### config.mk
export PLATFORM = sky130hd
export DESIGN_NAME = alu_io_responder
export DESIGN_NICKNAME = d
export VERILOG_FILES = /design/src/rtl/alu_io_pkg.sv /design/src/rtl/alu_io_responder_alu4_slice.sv /design/src/rtl/alu_io_responder.sv
export SDC_FILE = /design/constraint.sdc
export NUM_CORES = 1
export LEC_CHECK = 0
export CORE_MARGIN = 8
export CORE_UTILIZATION = 44
export CTS_BUF_LIST = sky130_fd_sc_hd__clkbuf_8
export DETAILED_ROUTE_END_ITERATION = 7
export PLACE_DENSITY = 0.67
export SLEW_MARGIN = 0
export SYNTH_ARGS = -nofsm -noshare
export SYNTH_HDL_FRONTEND = slang
export SYNTH_HIERARCHICAL = 1
export SYNTH_SLANG_ARGS = --single-unit
### constraint.sdc
create_clock -name wb_clk_i -period 8 [get_ports wb_clk_i]
set_clock_uncertainty 0.15 [all_clocks]
set_input_delay 1.2 -clock wb_clk_i [delete_from_list [all_inputs] [get_ports wb_clk_i]]
set_output_delay 1.2 -clock wb_clk_i [all_outputs]
set_load 0.02 [all_outputs]
### src/rtl/alu_io_pkg.sv
// Shared definitions for the dual-ALU pad responder: op codes, FSM states,
// result field width and the bit positions of each operand inside in_vec.
package alu_io_pkg;

  localparam int FIELD_W = 7;
  localparam int VEC_W   = 20;
  localparam int RES_W   = 2 * FIELD_W + 1;

  localparam int A0_LSB   = 0;
  localparam int B0_LSB   = 4;
  localparam int A1_LSB   = 8;
  localparam int B1_LSB   = 12;
  localparam int SEL1_LSB = 16;
  localparam int SEL2_LSB = 18;

  localparam logic [1:0] OP_ADD = 2'b00;
  localparam logic [1:0] OP_SUB = 2'b01;
  localparam logic [1:0] OP_AND = 2'b10;
  localparam logic [1:0] OP_XOR = 2'b11;

  typedef enum logic [1:0] {
    IDLE    = 2'd0,
    QUAL    = 2'd1,
    CALC    = 2'd2,
    PRESENT = 2'd3
  } state_t;

endpackage

### src/rtl/alu_io_responder_alu4_slice.sv
// One 4-bit ALU lane: combinational A,B,sel -> {zero, ovf, res[4:0]} field.
module alu4_slice
  import alu_io_pkg::*;
(
  input  logic [3:0]         a,
  input  logic [3:0]         b,
  input  logic [1:0]         sel,
  output logic [FIELD_W-1:0] field
);

  logic [4:0] res;
  logic       ovf;

  always_comb begin
    res = 5'd0;
    ovf = 1'b0;
    case (sel)
      OP_ADD: begin
        res = {1'b0, a} + {1'b0, b};
        ovf = res[4];
      end
      // 5-bit wrap keeps the borrow visible in res[4]; ovf flags the borrow
      OP_SUB: begin
        res = {1'b0, a} - {1'b0, b};
        ovf = (a < b);
      end
      OP_AND: res = {1'b0, a & b};
      OP_XOR: res = {1'b0, a ^ b};
      default: res = 5'd0;
    endcase
    field = {(res == 5'd0), ovf, res};
  end

endmodule

### src/rtl/alu_io_responder.sv
// Pad-side responder: synchronizes in_vec, waits for it to be stable, runs two
// ALU lanes and presents a packed result. Optional txn_count via ALU_TXN_CNT_EN.
module alu_io_responder
  import alu_io_pkg::*;
#(
  parameter int STABLE_CYCLES = 8,
  parameter int CNT_W         = 4
) (
  input  logic        wb_clk_i,
  input  logic        wb_rst_i,
  input  logic [19:0] in_vec,
  output logic [14:0] res_out,
  output logic [14:0] res_oeb,
  output logic        busy
`ifdef ALU_TXN_CNT_EN
  ,
  output logic [15:0] txn_count
`endif
);

  localparam logic [CNT_W-1:0] CNT_LAST = CNT_W'(STABLE_CYCLES - 1);

  state_t             state, state_nxt;
  logic [VEC_W-1:0]   sync1, sync_q, snap, committed;
  logic [CNT_W-1:0]   cnt;
  logic               primed;
  logic [FIELD_W-1:0] field1, field2, calc1_q, calc2_q, out1_q, out2_q;
  logic               valid_q;
  logic [14:0]        oeb_q;
  logic               snap_load, cnt_clr, cnt_inc, calc_en, present_en, valid_clr;

  alu4_slice u_alu1 (
    .a     (snap[A0_LSB +: 4]),
    .b     (snap[B0_LSB +: 4]),
    .sel   (snap[SEL1_LSB +: 2]),
    .field (field1)
  );

  alu4_slice u_alu2 (
    .a     (snap[A1_LSB +: 4]),
    .b     (snap[B1_LSB +: 4]),
    .sel   (snap[SEL2_LSB +: 2]),
    .field (field2)
  );

  always_comb begin
    state_nxt  = state;
    snap_load  = 1'b0;
    cnt_clr    = 1'b0;
    cnt_inc    = 1'b0;
    calc_en    = 1'b0;
    present_en = 1'b0;
    valid_clr  = 1'b0;
    case (state)
      // Unprimed forces one compute after reset even if the pads read as committed.
      IDLE: if (!primed || (sync_q != committed)) begin
        state_nxt = QUAL;
        snap_load = 1'b1;
        cnt_clr   = 1'b1;
        valid_clr = 1'b1;
      end
      QUAL: if (sync_q != snap) begin
        snap_load = 1'b1;
        cnt_clr   = 1'b1;
      end else if (cnt == CNT_LAST) begin
        state_nxt = CALC;
      end else begin
        cnt_inc = 1'b1;
      end
      CALC: begin
        calc_en   = 1'b1;
        state_nxt = PRESENT;
      end
      PRESENT: begin
        present_en = 1'b1;
        state_nxt  = IDLE;
      end
    endcase
  end

  always_ff @(posedge wb_clk_i or posedge wb_rst_i) begin
    if (wb_rst_i) begin
      state     <= IDLE;
      sync1     <= '0;
      sync_q    <= '0;
      snap      <= '0;
      committed <= '0;
      cnt       <= '0;
      primed    <= 1'b0;
      calc1_q   <= '0;
      calc2_q   <= '0;
      out1_q    <= '0;
      out2_q    <= '0;
      valid_q   <= 1'b0;
      oeb_q     <= 15'h7FFF;
    end else begin
      sync1  <= in_vec;
      sync_q <= sync1;
      state  <= state_nxt;
      oeb_q  <= 15'h0000;
      if (snap_load) snap <= sync_q;
      if (cnt_clr) cnt <= '0;
      else if (cnt_inc) cnt <= cnt + 1'b1;
      if (calc_en) begin
        committed <= snap;
        calc1_q   <= field1;
        calc2_q   <= field2;
      end
      // Data fields only move here, so dropping valid never glitches them.
      if (present_en) begin
        out1_q  <= calc1_q;
        out2_q  <= calc2_q;
        valid_q <= 1'b1;
        primed  <= 1'b1;
      end else if (valid_clr) begin
        valid_q <= 1'b0;
      end
    end
  end

`ifdef ALU_TXN_CNT_EN
  logic [15:0] txn_q;

  always_ff @(posedge wb_clk_i or posedge wb_rst_i) begin
    if (wb_rst_i) txn_q <= 16'h0000;
    else if (present_en) txn_q <= txn_q + 16'h0001;
  end

  assign txn_count = txn_q;
`endif

  assign res_out = {out2_q, out1_q, valid_q};
  assign res_oeb = oeb_q;
  assign busy    = (state == QUAL) || (state == CALC);

endmodule

# Word-level counts from Yosys, hierarchy flattened
# Index checks and enable logic that the tools add are counted.
# W data, S select, Z words.
[word_totals]
regBits = 131
latchBits = 0
ram_bits = 0
mem_bits_ro = 0
inputBits = 22
out_inout_bits = 31
word_cells = 71
memories = 0
[op_classes]
add_sub_neg = 5
n_mul = 0
n_div = 0
magnitude_cmp = 2
n_eq_ne = 15
n_shift = 0
muxes = 21
bitwise = 4
n_reduce_logical = 11
[ops]
columns = ["op", "count"]
rows = [
  ["$ne A20 B20 Y1", 2],
  ["$pmux W5 S4", 2],
  ["$eq A2 B2 Y1 const B", 6],
  ["$add A4 B4 Y5", 2],
  ["$logic_not A5 Y1", 2],
  ["$mux W1", 10],
  ["$sub A4 B4 Y5", 2],
  ["$and A4 B4 Y4", 2],
  ["$lt A4 B4 Y1", 2],
  ["$mux W4", 2],
  ["$pmux W2 S4", 1],
  ["$xor A4 B4 Y4", 2],
  ["$eq A2 B1 Y1 const B", 3],
  ["$logic_not A2 Y1", 3],
  ["$mux W2", 3],
  ["$ne A2 B2 Y1 const B", 3],
  ["$pmux W1 S2", 3],
  ["$add A4 B1 Y4 const B", 1],
  ["$eq A4 B3 Y1 const B", 1],
  ["$reduce_bool A2 Y1", 2],
  ["$reduce_and A3 Y1", 1],
  ["$logic_or A1 B1 Y1", 2],
  ["$logic_not A1 Y1", 1],
]

# Depth between registers and ports, before layout
[logic_depth]
ltp_word = 6
ltp_mapped = 9
ltp_nobuf = 9

# Hierarchy
# Netlist, hierarchy kept.
[by_module_without_submodules]
columns = ["mod", "instances", "cells_per_inst", "area_each_um2", "seq_area_each_um2"]
rows = [
  ["alu_io_responder", 1, 299, 4634.4, 2929.1],
  ["alu4_slice at u_alu1", 1, 63, 471.7, 0.0],
  ["alu4_slice at u_alu2", 1, 62, 470.5, 0.0],
]

# Worst setup path before layout
# No wires, ideal clock.
[synth_path]
path_type = "reg-to-reg"
start = "register snap[2]"
end = "register calc1_q[3]"
setup_ns = 0.125
arrival_ns = 2.084
required_ns = 7.725
path_slack_ns = 5.641
path_stages_with_launch = 8
n_path_buf = 1
synth_period_minus_slack_ns = 2.359
path_cell_list = "dfrtp_1 ha_1 buf_6 and3b_1 or4_1 a21o_1 and2_2 mux2_2"
[synth_via]
elab_chain_cells = 2
word_cells_on_any_way = 3
classes_between = "add/sub (2); mux (1)"
[synth_lines]
columns = ["element", "line_no", "text"]
rows = [
  ["start: declaration", "alu_io_responder.sv:24", "logic [VEC_W-1:0] sync1, sync_q, snap, committed;"],
  ["start signal: assignment", "alu_io_responder.sv:101", "if (snap_load) snap <= sync_q;"],
  ["$sub A4 B4 Y5 / $add A4 B4 Y5 (equally long branches)", "alu_io_responder_alu4_slice.sv:24, alu_io_responder_alu4_slice.sv:19", ""],
  ["$pmux W5 S4 *", "alu_io_responder_alu4_slice.sv:17", "case (sel)"],
  ["net field1[3]", "alu_io_responder.sv:27", "logic [FIELD_W-1:0] field1, field2, calc1_q, calc2_q, out1_q, out2_q;"],
  ["end signal: assignment", "alu_io_responder.sv:106", "calc1_q <= field1;"],
  ["end: declaration", "alu_io_responder.sv:27", ""],
]
# Mark *: on every way through the listed nets, which the timed path passes. The rest lies on a longest branch.
# A chain may end at the register's enable or synchronous reset.

# Worst setup path in the final report
[layout_path]
start = "register state[0]"
end = "output port busy"
[layout_via]
elab_chain_cells = 2
word_cells_on_any_way = 3
classes_between = "eq/ne (2); reduce/logical (1)"
[layout_lines]
columns = ["element", "line_no", "text"]
rows = [
  ["start: declaration", "alu_io_responder.sv:23", "state_t state, state_nxt;"],
  ["start signal: assignment", "alu_io_responder.sv:99", "state <= state_nxt;"],
  ["$eq A2 B1 Y1 / $eq A2 B2 Y1 (equally long branches)", "alu_io_responder.sv:134", "assign busy = (state == QUAL) || (state == CALC);"],
  ["$logic_or A1 B1 Y1 *", "alu_io_responder.sv:134", ""],
  ["end: declaration", "alu_io_responder.sv:14", "output logic busy"],
]
# Every way passes the cells marked *; elsewhere a longest branch is shown, timed or not.

==> key figures <==
Outcome
  – Result of the run: finished, final reports clean

Yosys
  – Post-Syn Area: 0.00558 mm2
  – Number of flops mapped to enable cells by yosys: 0
  – Yosys cell types: 48
  – Synth Flop Type: sky130_fd_sc_hd__dfrtp_1
  – Instance count of the mapped netlist: 424
  – Syn nets: 471
  – Syn_area_per_cell: 13.2 um2
  – Share of synthesized registers carrying an async set or reset: 100%
  – Sequential-to-total area share from yosys stat: 52.5%
  – Yosys reg bits: 117
  – Count of yosys warnings during synthesis: 6

Worst setup path
  – Crit. End Element: primary output
  – Maximum fanout count along the critical path: 4
  – Critical Path Source Type: flip-flop
  – Data required time at the worst endpoint: 6.65 ns
  – Worst reg2reg startpoint: snap[6]$_DFFE_PP0P_
  – Crit path from: state[0]$_DFFE_PP0P_
  – Arrival time at the worst endpoint: 1.85 ns
  – Category of the critical setup timing path: reg2out

Floorplan
  – FP Rows: 41
  – Starting density of the core: 44.6%
  – Number of I/O pins: 53
  – Die H: 129 um
  – Placeable core region: 0.0125 mm2
  – Area enclosed by the die boundary: 0.0165 mm2
  – Die Span X: 129 um

Flow run
  – Maximum capacitance violations: 0

Clocking
  – Post-cts hold buffer count: 0
  – # resized after CTS: 0
  – Register clock-pin slew on the reported worst setup and hold paths: 0.08 ns
  – Sink count of the clock tree: 117
  – Clk buf depth: 2
  – Total setup buffers inserted after CTS: 0
  – Clock tree from TritonCTS: built
  – Clock tree root driver cell: sky130_fd_sc_hd__clkbuf_8
  – TritonCTS Buffers: 17
  – Later-pin clock latency in the skew report: 0.44 ns
  – H-Tree Depth: 4

Timing
  – Transition time at the pin with the least slew margin: 0.824 ns
  – Number of endpoints failing setup at the final stage: 0
  – Time the worst path needs with I/O delays and setup: 3.20 ns
  – Number of pins with negative max-slew slack in the final report: 0
  – Tightest hold margin: 0.191 ns
  – Setup repair after global routing missed its margin: false
  – Max-slew headroom: 45.0%
  – Period utilisation layout: 40.0%
  – Peak Freq: 313 MHz
  – Final hold violation count: 0
  – Final total negative setup slack: 0 ns

Global route
  – First-pass GRT wire length: 16.5 mm
  – Total global-route track usage: 12.8%
  – Number of antenna violations at the first check in global routing: 0
  – Vias in the first global route: 3357
  – Largest net degree at the start of global routing: 70
  – Total congestion overflow after global routing: 0

Pwr
  – Total power after layout: 1.23 mW
  – VDD IR-drop max: 0.000110 V
  – Leakage dissipation: 3.01 nW
  – Total power density per cell area: 190 mW/mm2

Worst hold path
  – Kind of path behind the tightest hold check: reg2reg
  – Worst hold path startpoint: sync1[9]$_DFF_PP0_

Cells and area
  – Cell area after layout: 0.00647 mm2
  – Core occupancy in the finished layout: 51.7%
  – Filler instances: 1118
  – Seq. cell area: 0.00293 mm2
  – Area Overhead vs Synth: 16.0%
  – Fin nets: 513
  – Most used cells in the layout excluding fill and tap cells: sky130_fd_sc_hd__dfrtp_1 (116), sky130_fd_sc_hd__mux2_2 (55), sky130_fd_sc_hd__clkdlybuf4s50_1 (52)
  – Fraction of final layout cells with drive strength greater than 1: 25.7%
  – Most common cell after layout, fill and taps aside: sky130_fd_sc_hd__dfrtp_1
  – Multi-input combinational cell area: 0.00231 mm2
  – Count of inserted antenna diode cells: 0

Detailed routing
  – WL per Instance: 14.7 um
  – Routed length on met3: 532 um
  – Number of nets still failing antenna checks after routing: 0
  – Routed length on met2: 4.38 mm
  – Top layer reached by signal wires: met4
  – Wl on met1: 4.49 mm
  – Routed wire length: 9.57 mm
  – Post-detailed-route via-to-cell ratio: 4.86
  – Number of design-rule violations left by the first detailed-router iteration: 170
  – Drt pass-1 iters: 6
  – DRC violation count after routing: 0
  – Routed vias: 3161

Placed design
  – HPWL Detailed: 6.80 mm
  – Routability-driven placement congestion ratio: 0.880
  – Dpl cell area: 0.00610 mm2
  – Number of port buffers: 52
## worst paths after layout
kind,endpoint,slack [ns],depth (start not counted)
worst max-delay path,busy,4.80,3
worst min-delay path,sync_q[9]$_DFF_PP0_,0.19,0
worst max register to register,calc1_q[6]$_DFFE_PP0P_,5.39,7
worst min register to register,sync_q[9]$_DFF_PP0_,0.19,0
max in group asynchronous,calc1_q[2]$_DFFE_PP0P_,5.41,3
min in group asynchronous,snap[12]$_DFFE_PP0P_,1.03,2
## flip-flops by register name (all words and copies together) (netlist names), 2 cells and up
register	flops
calc1_q	7
calc2_q	7
cnt	4
committed	20
out1_q	7
out2_q	7
snap	20
state	2
sync1	20
sync_q	20
## layout make-up
cell class	instances	area share, %
repair buffers	55	8.39
clock buffers	17	3.62
multi-input cells	246	35.6
clock inverters	14	2.03
flip-flops and latches	117	45.3
inverters	29	1.72
well taps	172	3.33
## stage by stage
stage          worst slack, ns  cells
2_1_floorplan             3.55    424
3_3_place_gp              4.86    619
3_5_place_dp              4.83    619
4_1_cts                   4.78    650
5_1_grt                   4.73    650
6_report                  4.80    650
## critical path: stages, from the launching register on
cell	delay, ns
sky130_fd_sc_hd__dfrtp_1	0.40
sky130_fd_sc_hd__inv_1	0.08
sky130_fd_sc_hd__ha_1	0.30
sky130_fd_sc_hd__clkdlybuf4s50_1	0.61
## where the power goes
part,internal (mW),switching (mW),total [mW]
clock network,0.245,0.251,0.496
logic,0.0560,0.0536,0.110
registers,0.607,0.0196,0.627
total,0.908,0.324,1.23
## per-layer routing
| layer | track usage (%) | vias up |
|---|---|---|
| li1 | - | 1516 |
| met1 | 16.5 | 1557 |
| met5 | 0 | - |
| met2 | 19.5 | 74 |
| met4 | 6.22 | 0 |
| met3 | 3.64 | 14 |
## synth_stat cells, drive strengths merged (3+ instances only)
cell type / number / area, um2
nor3b: 4 / 30.0
xnor2: 33 / 289
nand3: 3 / 20.0
clkbuf: 5 / 18.8
and2b: 4 / 30.0
nor2: 9 / 33.8
fa: 4 / 80.1
a21oi: 9 / 45.0
or2: 5 / 31.3
buf: 27 / 214
xor2: 11 / 96.3
nand2: 9 / 33.8
inv: 29 / 109
or4: 4 / 30.0
ha: 21 / 263
a21o: 6 / 47.6
a32oi: 4 / 35.0
dfrtp: 116 / 2900
nand4: 11 / 68.8
o21ai: 9 / 45.0
mux2: 71 / 860
nor2b: 3 / 18.8
## cells by family (layout without fill, tap and decap cells)
kind of cell,Yosys count,after routing,share of synthesized area [%]
other cells,1,1,0.0672
xor+xnor,44,44,6.91
compound gates,35,35,4.31
flops,117,117,52.5
mux,74,74,16.4
simple gates,67,67,7.52
buf+inv,61,115,6.13
fa+ha+maj,25,25,6.15
(Power assumes the default switching activity.)
